`config.mk`:
```
export PLATFORM = sky130hd
export DESIGN_NAME = autofire_multi_flat
export DESIGN_NICKNAME = d
export VERILOG_FILES = /design/src/rtl/autofire_multi_if.sv /design/src/rtl/autofire_multi.sv /design/src/flat_wrapper.sv
export SDC_FILE = /design/constraint.sdc
export NUM_CORES = 1
export LEC_CHECK = 0
export CELL_PAD_IN_SITES_DETAIL_PLACEMENT = 1
export CELL_PAD_IN_SITES_GLOBAL_PLACEMENT = 1
export CORE_MARGIN = 5
export CORE_UTILIZATION = 39
export CTS_CLUSTER_DIAMETER = 120
export DETAILED_ROUTE_END_ITERATION = 8
export MAX_ROUTING_LAYER = met4
export PLACE_DENSITY = 0.83
export SLEW_MARGIN = 25
export SYNTH_ARGS = -nofsm -noshare
export SYNTH_HDL_FRONTEND = slang
export SYNTH_SLANG_ARGS = --single-unit
```
`constraint.sdc`:
```
create_clock -name clk21m -period 7.1 [get_ports clk21m]
set_input_delay 1.065 -clock clk21m [delete_from_list [all_inputs] [get_ports clk21m]]
set_output_delay 1.065 -clock clk21m [all_outputs]
set_load 0.005 [all_outputs]
```
`src/rtl/autofire_multi_if.sv`:
```
// Autofire control bundle: shared timebase, per-channel speed/trigger edges in, masks and speeds out.
// master drives the controls, slave (the autofire block) returns mask and speed.
interface autofire_multi_if #(
    parameter int CHANNELS   = 2,
    parameter int SPEED_BITS = 4
);
    logic                           count_en;
    logic [CHANNELS-1:0]            af_increment;
    logic [CHANNELS-1:0]            af_decriment;
    logic [CHANNELS-1:0]            af_trig;
    logic [CHANNELS-1:0]            af_mask;
    logic [CHANNELS*SPEED_BITS-1:0] af_speed;

    modport master (
        output count_en, af_increment, af_decriment, af_trig,
        input  af_mask, af_speed
    );

    modport slave (
        input  count_en, af_increment, af_decriment, af_trig,
        output af_mask, af_speed
    );
endinterface

```
`src/rtl/autofire_multi.sv`:
```
// Multi-channel autofire: per-channel saturating speed and square-wave fire mask, trigger restarts phase.
// Latency 1 clk from first sampled rising edge to mask/speed; no backpressure, inputs are level lines sampled every clk.
module autofire_multi #(
    parameter int CHANNELS      = 2,
    parameter int SPEED_BITS    = 4,
    parameter int DEFAULT_SPEED = 0
) (
    input  logic              clk21m,
    input  logic              reset_n,
    autofire_multi_if.slave   af
);
    localparam int                    CNT_BITS  = SPEED_BITS + 1;
    localparam logic [SPEED_BITS-1:0] SPEED_MAX = '1;
    localparam logic [SPEED_BITS-1:0] SPEED_RST = SPEED_BITS'(DEFAULT_SPEED);
    localparam logic [CNT_BITS-1:0]   FULL      = CNT_BITS'(2 ** SPEED_BITS);

    // Half-period in ticks: MAX -> 1, 1 -> MAX.
    function automatic logic [CNT_BITS-1:0] half(input logic [SPEED_BITS-1:0] s);
        return FULL - {1'b0, s};
    endfunction

    logic                  count_en_q;
    logic [CHANNELS-1:0]   inc_q, dec_q, trig_q;
    logic                  edge_arm;
    logic                  tick;
    logic [CHANNELS-1:0]   inc_rise, dec_rise, trig_rise;

    logic [SPEED_BITS-1:0] speed_q   [CHANNELS];
    logic [SPEED_BITS-1:0] speed_nxt [CHANNELS];
    logic [CNT_BITS-1:0]   cnt_q     [CHANNELS];
    logic [CHANNELS-1:0]   mask_q;

    // edge_arm masks the first cycle after reset release, so a line already high then is not an edge.
    assign tick      = af.count_en & ~count_en_q & edge_arm;
    assign inc_rise  = af.af_increment & ~inc_q  & {CHANNELS{edge_arm}};
    assign dec_rise  = af.af_decriment & ~dec_q  & {CHANNELS{edge_arm}};
    assign trig_rise = af.af_trig      & ~trig_q & {CHANNELS{edge_arm}};

    always_ff @(posedge clk21m or negedge reset_n) begin
        if (!reset_n) begin
            count_en_q <= 1'b0;
            inc_q      <= '0;
            dec_q      <= '0;
            trig_q     <= '0;
            edge_arm   <= 1'b0;
        end else begin
            count_en_q <= af.count_en;
            inc_q      <= af.af_increment;
            dec_q      <= af.af_decriment;
            trig_q     <= af.af_trig;
            edge_arm   <= 1'b1;
        end
    end

    always_comb begin
        for (int i = 0; i < CHANNELS; i++) begin
            speed_nxt[i] = speed_q[i];
            if (inc_rise[i] && !dec_rise[i] && speed_q[i] != SPEED_MAX)
                speed_nxt[i] = speed_q[i] + SPEED_BITS'(1);
            else if (dec_rise[i] && !inc_rise[i] && speed_q[i] != '0)
                speed_nxt[i] = speed_q[i] - SPEED_BITS'(1);
        end
    end

    always_ff @(posedge clk21m or negedge reset_n) begin
        if (!reset_n) begin
            mask_q <= '1;
            for (int i = 0; i < CHANNELS; i++) begin
                speed_q[i] <= SPEED_RST;
                cnt_q[i]   <= half(SPEED_RST);
            end
        end else begin
            for (int i = 0; i < CHANNELS; i++) begin
                if (speed_nxt[i] != speed_q[i]) begin
                    speed_q[i] <= speed_nxt[i];
                    mask_q[i]  <= 1'b1;
                    cnt_q[i]   <= (speed_nxt[i] == '0) ? '0 : half(speed_nxt[i]);
                end else if (speed_q[i] == '0) begin
                    mask_q[i] <= 1'b1;
                    cnt_q[i]  <= '0;
                end else if (trig_rise[i]) begin
                    // Restart the phase; a coincident tick is dropped.
                    mask_q[i] <= 1'b1;
                    cnt_q[i]  <= half(speed_q[i]);
                end else if (tick) begin
                    if (cnt_q[i] <= CNT_BITS'(1)) begin
                        mask_q[i] <= ~mask_q[i];
                        cnt_q[i]  <= half(speed_q[i]);
                    end else begin
                        cnt_q[i] <= cnt_q[i] - CNT_BITS'(1);
                    end
                end
            end
        end
    end

    assign af.af_mask = mask_q;

    always_comb begin
        af.af_speed = '0;
        for (int i = 0; i < CHANNELS; i++)
            af.af_speed[i*SPEED_BITS +: SPEED_BITS] = speed_q[i];
    end
endmodule
```
`src/flat_wrapper.sv`:
```
// flat-port wrapper written by rule: the top's interface ports become plain ports
module autofire_multi_flat 
#(
    parameter int CHANNELS      = 2,
    parameter int SPEED_BITS    = 4,
    parameter int DEFAULT_SPEED = 0
)
  (clk21m, reset_n, af_count_en, af_af_increment, af_af_decriment, af_af_trig, af_af_mask, af_af_speed);
  autofire_multi_if #(.CHANNELS(CHANNELS), .SPEED_BITS(SPEED_BITS)) af_i ();
  input  logic clk21m;
  input  logic reset_n;
  input wire logic [$bits(af_i.count_en)-1:0] af_count_en;
  input wire logic [$bits(af_i.af_increment)-1:0] af_af_increment;
  input wire logic [$bits(af_i.af_decriment)-1:0] af_af_decriment;
  input wire logic [$bits(af_i.af_trig)-1:0] af_af_trig;
  output wire logic [$bits(af_i.af_mask)-1:0] af_af_mask;
  output wire logic [$bits(af_i.af_speed)-1:0] af_af_speed;
  assign af_i.count_en = af_count_en;
  assign af_i.af_increment = af_af_increment;
  assign af_i.af_decriment = af_af_decriment;
  assign af_i.af_trig = af_af_trig;
  assign af_af_mask = af_i.af_mask;
  assign af_af_speed = af_i.af_speed;
  autofire_multi #(.CHANNELS(CHANNELS), .SPEED_BITS(SPEED_BITS), .DEFAULT_SPEED(DEFAULT_SPEED)) u_core (.clk21m(clk21m), .reset_n(reset_n), .af(af_i));
endmodule
```
-- Yosys cells after proc, flatten, opt, wreduce, memory -nomap -nowiden
Index checks and enable logic that the tools add are counted.
- add/subtract/negate cells: 10
- shifts and indexed selects: 0
- reductions and logical operators: 24
- bitwise operators: 14
- mux-type cells: 26
- equality and inequality tests: 4
- magnitude comparators: 2
- multipliers: 0
- divide/modulo/power cells: 0
- operator list (kind ; number):
    $mux 5 ; 12
    $reduce_bool 4->1 ; 6
    $sub 5x4->5 const A ; 4
    $logic_not 4->1 ; 4
    $mux 4 ; 4
    $and 2x2->2 ; 6
    $le 5x1->1 const B ; 2
    $mux 1 ; 10
    $sub 5x1->5 const B ; 2
    $add 4x1->4 const B ; 2
    $logic_and 1x1->1 ; 8
    $ne 4x4->1 ; 2
    $ne 4x4->1 const B ; 2
    $sub 4x1->4 const B ; 2
    $not 2->2 ; 3
    $logic_not 1->1 ; 4
    $reduce_and 2->1 ; 2
    $not 1->1 ; 3
    $and 1x1->1 ; 2
- memories: 0
- output and inout port bits: 10
- ROM bits: 0
- bits in latches: 0
- bits in writable memories: 0
- bits in registers: 28
- input port bits: 9

-- Depth between registers and ports, before layout
Gate-level depths: netlist (run 1).
- depth in word-level cells: 11
- depth in mapped cells: 13
- gate-level depth less buffers: 11

-- Worst setup path after synthesis (run 1)
No wires, ideal clock.
- path type: input -> register
- start point: input af_af_decriment[0]
- end point: register u_core.cnt_q[5] in the netlist's numbering
- buffers on the path: 2
- data arrival time: 2.823 ns
- setup slack: 4.148 ns
- required time: 6.970 ns
- stages on the path: 11
- cell sequence: nor2b_1 buf_6 or4_1 buf_2 a221oi_1 a31oi_1 inv_1 ha_1 inv_1 nor3b_1 o32ai_1
- word-level cells in the longest chain between the ends: 9
- elaborated cells between the ends (all ways): 15
- those cells by class: 1 x add/sub; 1 x eq/ne; 4 x mux; 2 x bitwise; 7 x reduce/logical
- RTL lines (element ; RTL line ; source):
    start, declared ; flat_wrapper.sv:14 ; input wire logic [$bits(af_i.af_decriment)-1:0] af_af_decriment;
    $and 2x2->2 * (2 in a row) ; autofire_multi.sv:36 ; assign dec_rise = af.af_decriment & ~dec_q & {CHANNELS{edge_arm}};
    $logic_and 1x1->1 or $logic_not 1->1 (tied branches) ; autofire_multi.sv:60, autofire_multi.sv:58 ;
    $logic_and 1x1->1 (on tied branches) ; autofire_multi.sv:60, autofire_multi.sv:58 ;
    $mux 4 or $logic_and 1x1->1 (tied branches) ; autofire_multi.sv:60, autofire_multi.sv:58 ;
    $mux 4 * ; autofire_multi.sv:58 ; if (inc_rise[i] && !dec_rise[i] && speed_q[i] != SPEED_MAX)
    $sub 5x4->5 or $logic_not 4->1 (tied branches) ; autofire_multi.sv:19, autofire_multi.sv:77 ;
    $mux 5 ; autofire_multi.sv:77 ; cnt_q[i] <= (speed_nxt[i] == '0) ? '0 : half(speed_nxt[i]);
    $mux 5 ; autofire_multi.sv:74 ; if (speed_nxt[i] != speed_q[i]) begin
    end signal, assigned by index ; autofire_multi.sv:77 ;
    end signal, assigned by index ; autofire_multi.sv:84 ; cnt_q[i] <= half(speed_q[i]);
    end signal, assigned by index ; autofire_multi.sv:88 ; cnt_q[i] <= half(speed_q[i]);
    end, declared ; autofire_multi.sv:30 ; logic [CNT_BITS-1:0] cnt_q [CHANNELS];
Every way passes the cells marked *; elsewhere a longest branch is shown, timed or not.
A chain may end at the register's enable or synchronous reset.

-- Worst setup path after layout (run 1)
- start point: input af_af_increment[0]
- end point: register u_core.cnt_q[5] in the netlist's numbering
- word-level cells in the longest chain between the ends: 10
- elaborated cells between the ends (all ways): 15
- those cells by class: 1 x add/sub; 1 x eq/ne; 4 x mux; 2 x bitwise; 7 x reduce/logical
- RTL lines (element ; RTL line ; source):
    start, declared ; flat_wrapper.sv:13 ; input wire logic [$bits(af_i.af_increment)-1:0] af_af_increment;
    $and 2x2->2 * (2 in a row) ; autofire_multi.sv:35 ; assign inc_rise = af.af_increment & ~inc_q & {CHANNELS{edge_arm}};
    $logic_not 1->1 ; autofire_multi.sv:60 ; else if (dec_rise[i] && !inc_rise[i] && speed_q[i] != '0)
    $logic_and 1x1->1 (2 in a row) ; autofire_multi.sv:60 ;
    $mux 4 ; autofire_multi.sv:60 ;
    $mux 4 * ; autofire_multi.sv:58 ;
    $sub 5x4->5 or $logic_not 4->1 (tied branches) ; autofire_multi.sv:19, autofire_multi.sv:77 ;
    $mux 5 ; autofire_multi.sv:77 ;
    $mux 5 ; autofire_multi.sv:74 ;
Marked as above.

==> flow_metrics.env, run 1 <==
export IMPL_cts_hold_buf=0
export IMPL_r2r_start="u_core.af.af_speed[4]"
export IMPL_drcViolationCount=0
export IMPL_path_cells="clkdlybuf4s50_1, nand2b_1, or4_1, a221oi_1, a31oi_1, inv_1, ha_1, inv_1, nor3b_1, o32ai_1"
export IMPL_ir_drop_mv=0.105
export IMPL_synth_warnings=0
export IMPL_reg2reg_depth=11
export IMPL_syn_inst=237
export IMPL_placed_area_um2=2220
export IMPL_rsz0062_at_grt="false"
export IMPL_design_area_um2=2260
export IMPL_yosys_area_top_type="dfrtp_1"
export IMPL_post_cts_resize_count=0
export IMPL_grt_pass1_vias=1881
export IMPL_syn_nets=256
export IMPL_setup_ws_ns=3.73
export IMPL_reg2reg_to="u_core.cnt_q[2]"
export IMPL_root_buffer="clkbuf_8"
export IMPL_grt_max_degree=29
export IMPL_vias=1782
export IMPL_hp_class="flop to flop"
export IMPL_synth_top_area_share=0.298
export IMPL_gp_congestion=0.784
export IMPL_crit_path_top_delay_cell="or4_1"
export IMPL_critPathMaxFanout=9
export IMPL_synthTopCellsByCount="24 x dfrtp_1, 17 x nand2_1, 16 x inv_1, 14 x nor3_1"
export IMPL_num_rows=26
export IMPL_crit_top_cell="inv_1"
export IMPL_avgSynthCellArea_um2=8.51
export IMPL_routedWlPerCell_um=16.8
export IMPL_min_to="u_core.cnt_q[4]"
export IMPL_finalHoldViolations=0
export IMPL_clock_path_buffers=2
export IMPL_dr_pass1_iters=4
export IMPL_clk_pin_slew_ns=0.10
export IMPL_die_h_um=81.9
export IMPL_grt_pass1_wl_um=9020
export IMPL_grt_overflow=0
export IMPL_dieWidth_um=81.9
export IMPL_setup_violations=0
export IMPL_yosysSeqAreaShare=0.350
export IMPL_critical_path_top_delay_family="simple AND/OR/NAND/NOR gates"
export IMPL_leakagePower_nw=0.958
export IMPL_numClockSinks=28
export IMPL_top_level_ports=19
export IMPL_drive_above_1_share=0.0615
export IMPL_worstMarginPinSlew_ns=0.592
export IMPL_endpoint_kind="flop"
export IMPL_clk_latency_ns=0.28
export IMPL_initial_core_util=0.397
export IMPL_critPathKind="input port to flop"
export IMPL_diodes=0
export IMPL_synth_edff_count=0
export IMPL_slew_limit_headroom=0.605
export IMPL_finalCriticalPeriod_ns=3.37
export IMPL_ys_top_cells_by_area="dfrtp_1 30%, ha_1 6.2%, dfstp_2 5.2%"
export IMPL_grtUsageTotal=0.177
export IMPL_max_stage_delay_ns=0.67
export IMPL_fmax_mhz=297
export IMPL_die_area_um2=6710
export IMPL_wl_um=5280
export IMPL_power_density_nw_per_um2=380
export IMPL_ys_ff_latch=28
export IMPL_synthDistinctLibCells=52
export IMPL_drt_iter0_drc=91
export IMPL_core_area_um2=5070
export IMPL_port_buffers=18
export IMPL_synth_most_common_cell="dfrtp_1"
export IMPL_cp_data_required_time_ns=7.26
export IMPL_htreeDepth=1
export IMPL_tritoncts="done"
export IMPL_worst_ep_arrival_time_ns=3.53
export IMPL_r2r_slack_ns=4.19
export IMPL_finalMaxSlewViolations=0
export IMPL_cts_buffers_inserted=3
export IMPL_ys_async_sr_fraction=1.00
export IMPL_antenna_found_initial=0
export IMPL_dpl_hpwl_um=3970
export IMPL_synthToLayoutAreaGrowth_pct=12.2
export IMPL_yosys_most_used_dff="dfrtp_1"
export IMPL_min_from="u_core.cnt_q[4]"
export IMPL_fin_crit_sh=0.475
export IMPL_maxCapViolCount=0
export IMPL_whs_path_depth=2
export IMPL_outcome="finished clean"
export IMPL_nNetsFinal=265
export IMPL_postCtsSetupRepairBufs=0
export IMPL_viasPerCell=5.68
export IMPL_startpoint_type="input port"
export IMPL_post_place_ws_ns=3.46
export IMPL_p_total_uw=859
export IMPL_fin_tns_setup_ns=0
export IMPL_ant_nets=0
export IMPL_synthesis_area_um2=2020
export IMPL_cp_num_buf_inv=3
export IMPL_skew_ns=0.00223
-- worst reg2reg max path: cells and delay by family (launching register included) --
family                     cells  cell delay (ns)
AOI/OAI and AO/OA              1             0.17
xor gates and xnor gates       1             0.17
adders and majority gates      2             0.48
buffers and inverters          2             0.18
DFF                            1             0.53
and+or+nand+nor                5             1.26
-- layout by cell type (no fill, tap or decap), drive strengths merged, types with 3 or more instances in the layout --
cell | Yosys | final
a21oi | 13 | 13
a31oi | 4 | 4
and2 | 4 | 4
and3 | 3 | 3
and3b | 3 | 3
and4 | 3 | 3
clkbuf | 8 | 3
clkdlybuf4s50 | 0 | 18
dfrtp | 24 | 24
dfstp | 4 | 4
ha | 10 | 10
inv | 17 | 17
mux2i | 4 | 4
nand2 | 17 | 17
nand2b | 4 | 4
nand3 | 12 | 12
nand4 | 7 | 7
nor2 | 13 | 13
nor2b | 4 | 4
nor3 | 14 | 14
nor3b | 3 | 3
o21ai | 7 | 7
or3 | 4 | 4
xnor2 | 10 | 10
xor2 | 3 | 3
-- cell families after synthesis --
family                     Yosys count  synth area share
other                                1           0.00186
and+or+nand+nor                     99             0.268
muxes                                4            0.0261
xor gates and xnor gates            13            0.0565
buffers and inverters               32            0.0670
DFF                                 28             0.350
adders and majority gates           10            0.0620
AOI/OAI and AO/OA                   50             0.169
-- sequential cells by signal, summed over array words and instances (netlist names) --
name	cells
u_core.af.af_mask	2
u_core.edge_arm	1
u_core.count_en_q	1
u_core.af.af_speed	8
u_core.trig_q	2
u_core.inc_q	2
u_core.cnt_q	10
u_core.dec_q	2
-- through the flow --
step,util,std cells,hold slack [ns]
CTS,0.446,314,0.564
detailed placement,0.438,311,0.546
finish,0.446,314,0.556
floorplan,-,237,0.515
global route,0.446,314,0.595
global placement,0.438,311,0.525
-- metal layers --
metal,global-route usage,wire length [um],vias up
met5,-,0,-
met4,0.0465,68,0
met3,0.0132,122,5
met2,0.306,2600,23
met1,0.222,2490,893
li1,-,-,861
-- cell type report --
type | count | area, um^2
Timing Repair Buffer | 19 | 188
Multi-Input combinational cell | 177 | 1180
Tap cell | 70 | 87.6
Sequential cell | 28 | 706
Fill cell | 634 | 2810
Clock buffer | 3 | 41.3
Inverter | 17 | 63.8
-- power breakdown --
part           internal (mW)  switching (mW)  leakage [nW]  total, mW
clock                 0.0383          0.0543        0.0216     0.0926
sequential             0.209          0.0890         0.321      0.298
combinational          0.227           0.241         0.616      0.468
-- worst max-delay path by stage --
stage	to	slack, ns	start	cells past startpoint
2_1_floorplan	u_core.cnt_q[5]	4.15	af_af_decriment[0]	11
3_3_place_gp	u_core.cnt_q[5]	3.63	af_af_increment[0]	10
3_5_place_dp	u_core.cnt_q[5]	3.46	af_af_increment[0]	10
4_1_cts	u_core.cnt_q[5]	3.74	af_af_increment[0]	10
5_1_grt	u_core.cnt_q[5]	3.52	af_af_increment[0]	10
6_report	u_core.cnt_q[5]	3.73	af_af_increment[0]	10
Note: power is estimated with default switching activity, not from simulation.
==> run 2, diff against run 1 <==
--- a/config.mk
+++ b/config.mk
@@ -12,7 +12,7 @@
 export CTS_CLUSTER_DIAMETER = 120
 export DETAILED_ROUTE_END_ITERATION = 8
 export MAX_ROUTING_LAYER = met4
-export PLACE_DENSITY = 0.83
+export PLACE_DENSITY = 0.86
 export SLEW_MARGIN = 25
 export SYNTH_ARGS = -nofsm -noshare
 export SYNTH_HDL_FRONTEND = slang
==> constraint.sdc (replaced) <==
create_clock -name clk21m -period 2.9 [get_ports clk21m]
set_input_delay 0.435 -clock clk21m [delete_from_list [all_inputs] [get_ports clk21m]]
set_output_delay 0.435 -clock clk21m [all_outputs]
set_load 0.005 [all_outputs]
==> run 2 against run 1 <==
  * Die area is the same
  * Cell area grew 4.5%
  * Sequential share of layout area shrank 1.4 points
  * Setup slack lost 3.5 ns
  * Non-clock buffer count grew 11
  * Clock power grew to 2.7 times the previous value
==> flow_metrics.env, run 2 (synthesized netlist as in run 1, its figures left out) <==
export IMPL_top_level_ports=19
export IMPL_tritoncts="done"
export IMPL_switching_share=0.434
export IMPL_largest_register_ffs=10
export IMPL_routedWlPerCell_um=16.0
export IMPL_grt_max_degree=17
export IMPL_diodes=0
export IMPL_drcViolationCount=0
export IMPL_crit_start="u_core.af.af_speed[1]"
export IMPL_fin_tns_setup_ns=0
export IMPL_finalCriticalPeriod_ns=2.70
export IMPL_pwr_share_clk=0.113
export IMPL_skew_ns=0.00562
export IMPL_rsz0062_at_grt="false"
export IMPL_worst_ep_arrival_time_ns=2.88
export IMPL_hold_ws_ns=0.531
export IMPL_critPathMaxFanout=7
export IMPL_dr_pass1_iters=4
export IMPL_grt_pass1_wl_um=8830
export IMPL_crit_path_top_delay_cell="or3b_2"
export IMPL_viasPerCell=5.58
export IMPL_post_place_ws_ns=0.0704
export IMPL_reg2reg_depth=11
export IMPL_dieWidth_um=81.9
export IMPL_path_cells="inv_1, ha_1, or3b_2, nand4_1, and2_1, xnor2_1, inv_1, ha_1, inv_1, nor3b_1, o32ai_1"
export IMPL_outcome="finished clean"
export IMPL_antenna_found_initial=0
export IMPL_drive_above_1_share=0.113
export IMPL_startpoint_type="flop"
export IMPL_slew_limit_headroom=0.588
export IMPL_cp_num_buf_inv=3
export IMPL_core_area_um2=5070
export IMPL_power_density_nw_per_um2=935
export IMPL_finalMaxSlewViolations=0
export IMPL_seq_power_share=0.307
export IMPL_drt_iter0_drc=80
export IMPL_nNetsFinal=276
export IMPL_port_buffers=18
export IMPL_grt_pass1_vias=1878
export IMPL_setup_ws_ns=0.199
export IMPL_num_rows=26
export IMPL_p_switching_uw=960
export IMPL_mostFrequentLayoutCells="24 x dfrtp_1, 18 x clkdlybuf4s50_1, 17 x nand2_1"
export IMPL_vias=1820
export IMPL_cp_depth=11
export IMPL_r2r_start="u_core.af.af_speed[1]"
export IMPL_reg2reg_to="u_core.cnt_q[5]"
export IMPL_numClockSinks=28
export IMPL_grtUsageTotal=0.172
export IMPL_clk_latency_ns=0.28
export IMPL_cts_buffers_inserted=3
export IMPL_placed_area_um2=2300
export IMPL_finalHoldViolations=0
export IMPL_max_flop_register="u_core.cnt_q"
export IMPL_hp_class="input port to async pin"
export IMPL_fillerInstances=627
export IMPL_ant_nets=0
export IMPL_grt_overflow=0
export IMPL_cp_data_required_time_ns=3.08
export IMPL_design_area_um2=2360
export IMPL_dpl_hpwl_um=4030
export IMPL_ir_drop_mv=0.292
export IMPL_synthToLayoutAreaGrowth_pct=17.2
export IMPL_cts_hold_buf=0
export IMPL_final_util=0.466
export IMPL_root_buffer="clkbuf_8"
export IMPL_final_common_cell="dfrtp_1"
export IMPL_critical_path_top_delay_family="simple AND/OR/NAND/NOR gates"
export IMPL_leakagePower_nw=1.02
export IMPL_setup_violations=0
export IMPL_die_h_um=81.9
export IMPL_die_area_um2=6710
export IMPL_maxCapViolCount=0
export IMPL_r2r_slack_ns=0.20
export IMPL_max_stage_delay_ns=0.55
export IMPL_combPwrFrac=0.581
export IMPL_initial_core_util=0.397
export IMPL_crit_top_cell="inv_1"
export IMPL_crit_path_end="u_core.cnt_q[5]"
export IMPL_wl_um=5220
export IMPL_fmax_mhz=370
export IMPL_endpoint_kind="flop"
export IMPL_clock_path_buffers=2
export IMPL_worstMarginPinSlew_ns=0.616
export IMPL_critPathKind="flop to flop"
export IMPL_fin_crit_sh=0.931
export IMPL_gp_congestion=0.855
export IMPL_internal_power_mw=1.25
export IMPL_htreeDepth=1
export IMPL_clk_pin_slew_ns=0.10
[run 2: cell count changes in the layout (fill, tap and decap cells not counted)]
cell,change
buf_4,+11
and2_1,-1
and2_2,+1
clkbuf_8,+1
o31ai_1,-1
o31ai_2,+1
[run 2: power groups by stage]
stage          Clock [mW]  Combinational [mW]  Sequential [mW]
2_1_floorplan           0               0.887            0.622
3_3_place_gp            0                1.21            0.678
3_5_place_dp            0                1.25            0.684
4_1_cts             0.256                1.27            0.674
5_1_grt             0.276                1.43            0.696
6_report            0.249                1.28            0.678
[run 2: area by class of cell]
cell class | count | area, um^2 | share of cell area
Multi-Input combinational cell | 177 | 1180 | 0.500
Sequential cell | 28 | 706 | 0.298
Timing Repair Buffer | 30 | 270 | 0.114
Tap cell | 70 | 87.6 | 0.0370
Inverter | 17 | 63.8 | 0.0270
Clock buffer | 4 | 55.1 | 0.0233
[run 2: worst min-delay path by stage]
stage	startpoint	end	cells past startpoint
global placement	u_core.cnt_q[9]	u_core.cnt_q[9]	2
CTS	u_core.cnt_q[9]	u_core.cnt_q[9]	2
detailed placement	u_core.cnt_q[9]	u_core.cnt_q[9]	2
finish	reset_n	u_core.af.af_speed[4]	1
global route	u_core.cnt_q[9]	u_core.cnt_q[9]	2
floorplan	reset_n	u_core.af.af_speed[0]	0
[run 2: stage by stage]
stage / instances / power [mW]
after global routing: 326 / 2.40
after CTS: 325 / 2.20
after global placement: 321 / 1.89
after floorplan: 237 / 1.51
after detailed placement: 321 / 1.94
final: 326 / 2.21
[run 2: what timing repair did]
item	CTS	global route
hold endpoints to repair	0	0
gates resized for setup	0	2
buffers inserted	0	1
setup endpoints to repair	0	4
[run 2: per-layer routing]
metal,track usage,vias to the layer above,share of wire
met4,0.0498,0,0.010
met5,-,-,0
met3,0.0154,4,0.045
met2,0.288,35,0.48
met1,0.221,892,0.46
li1,-,889,-
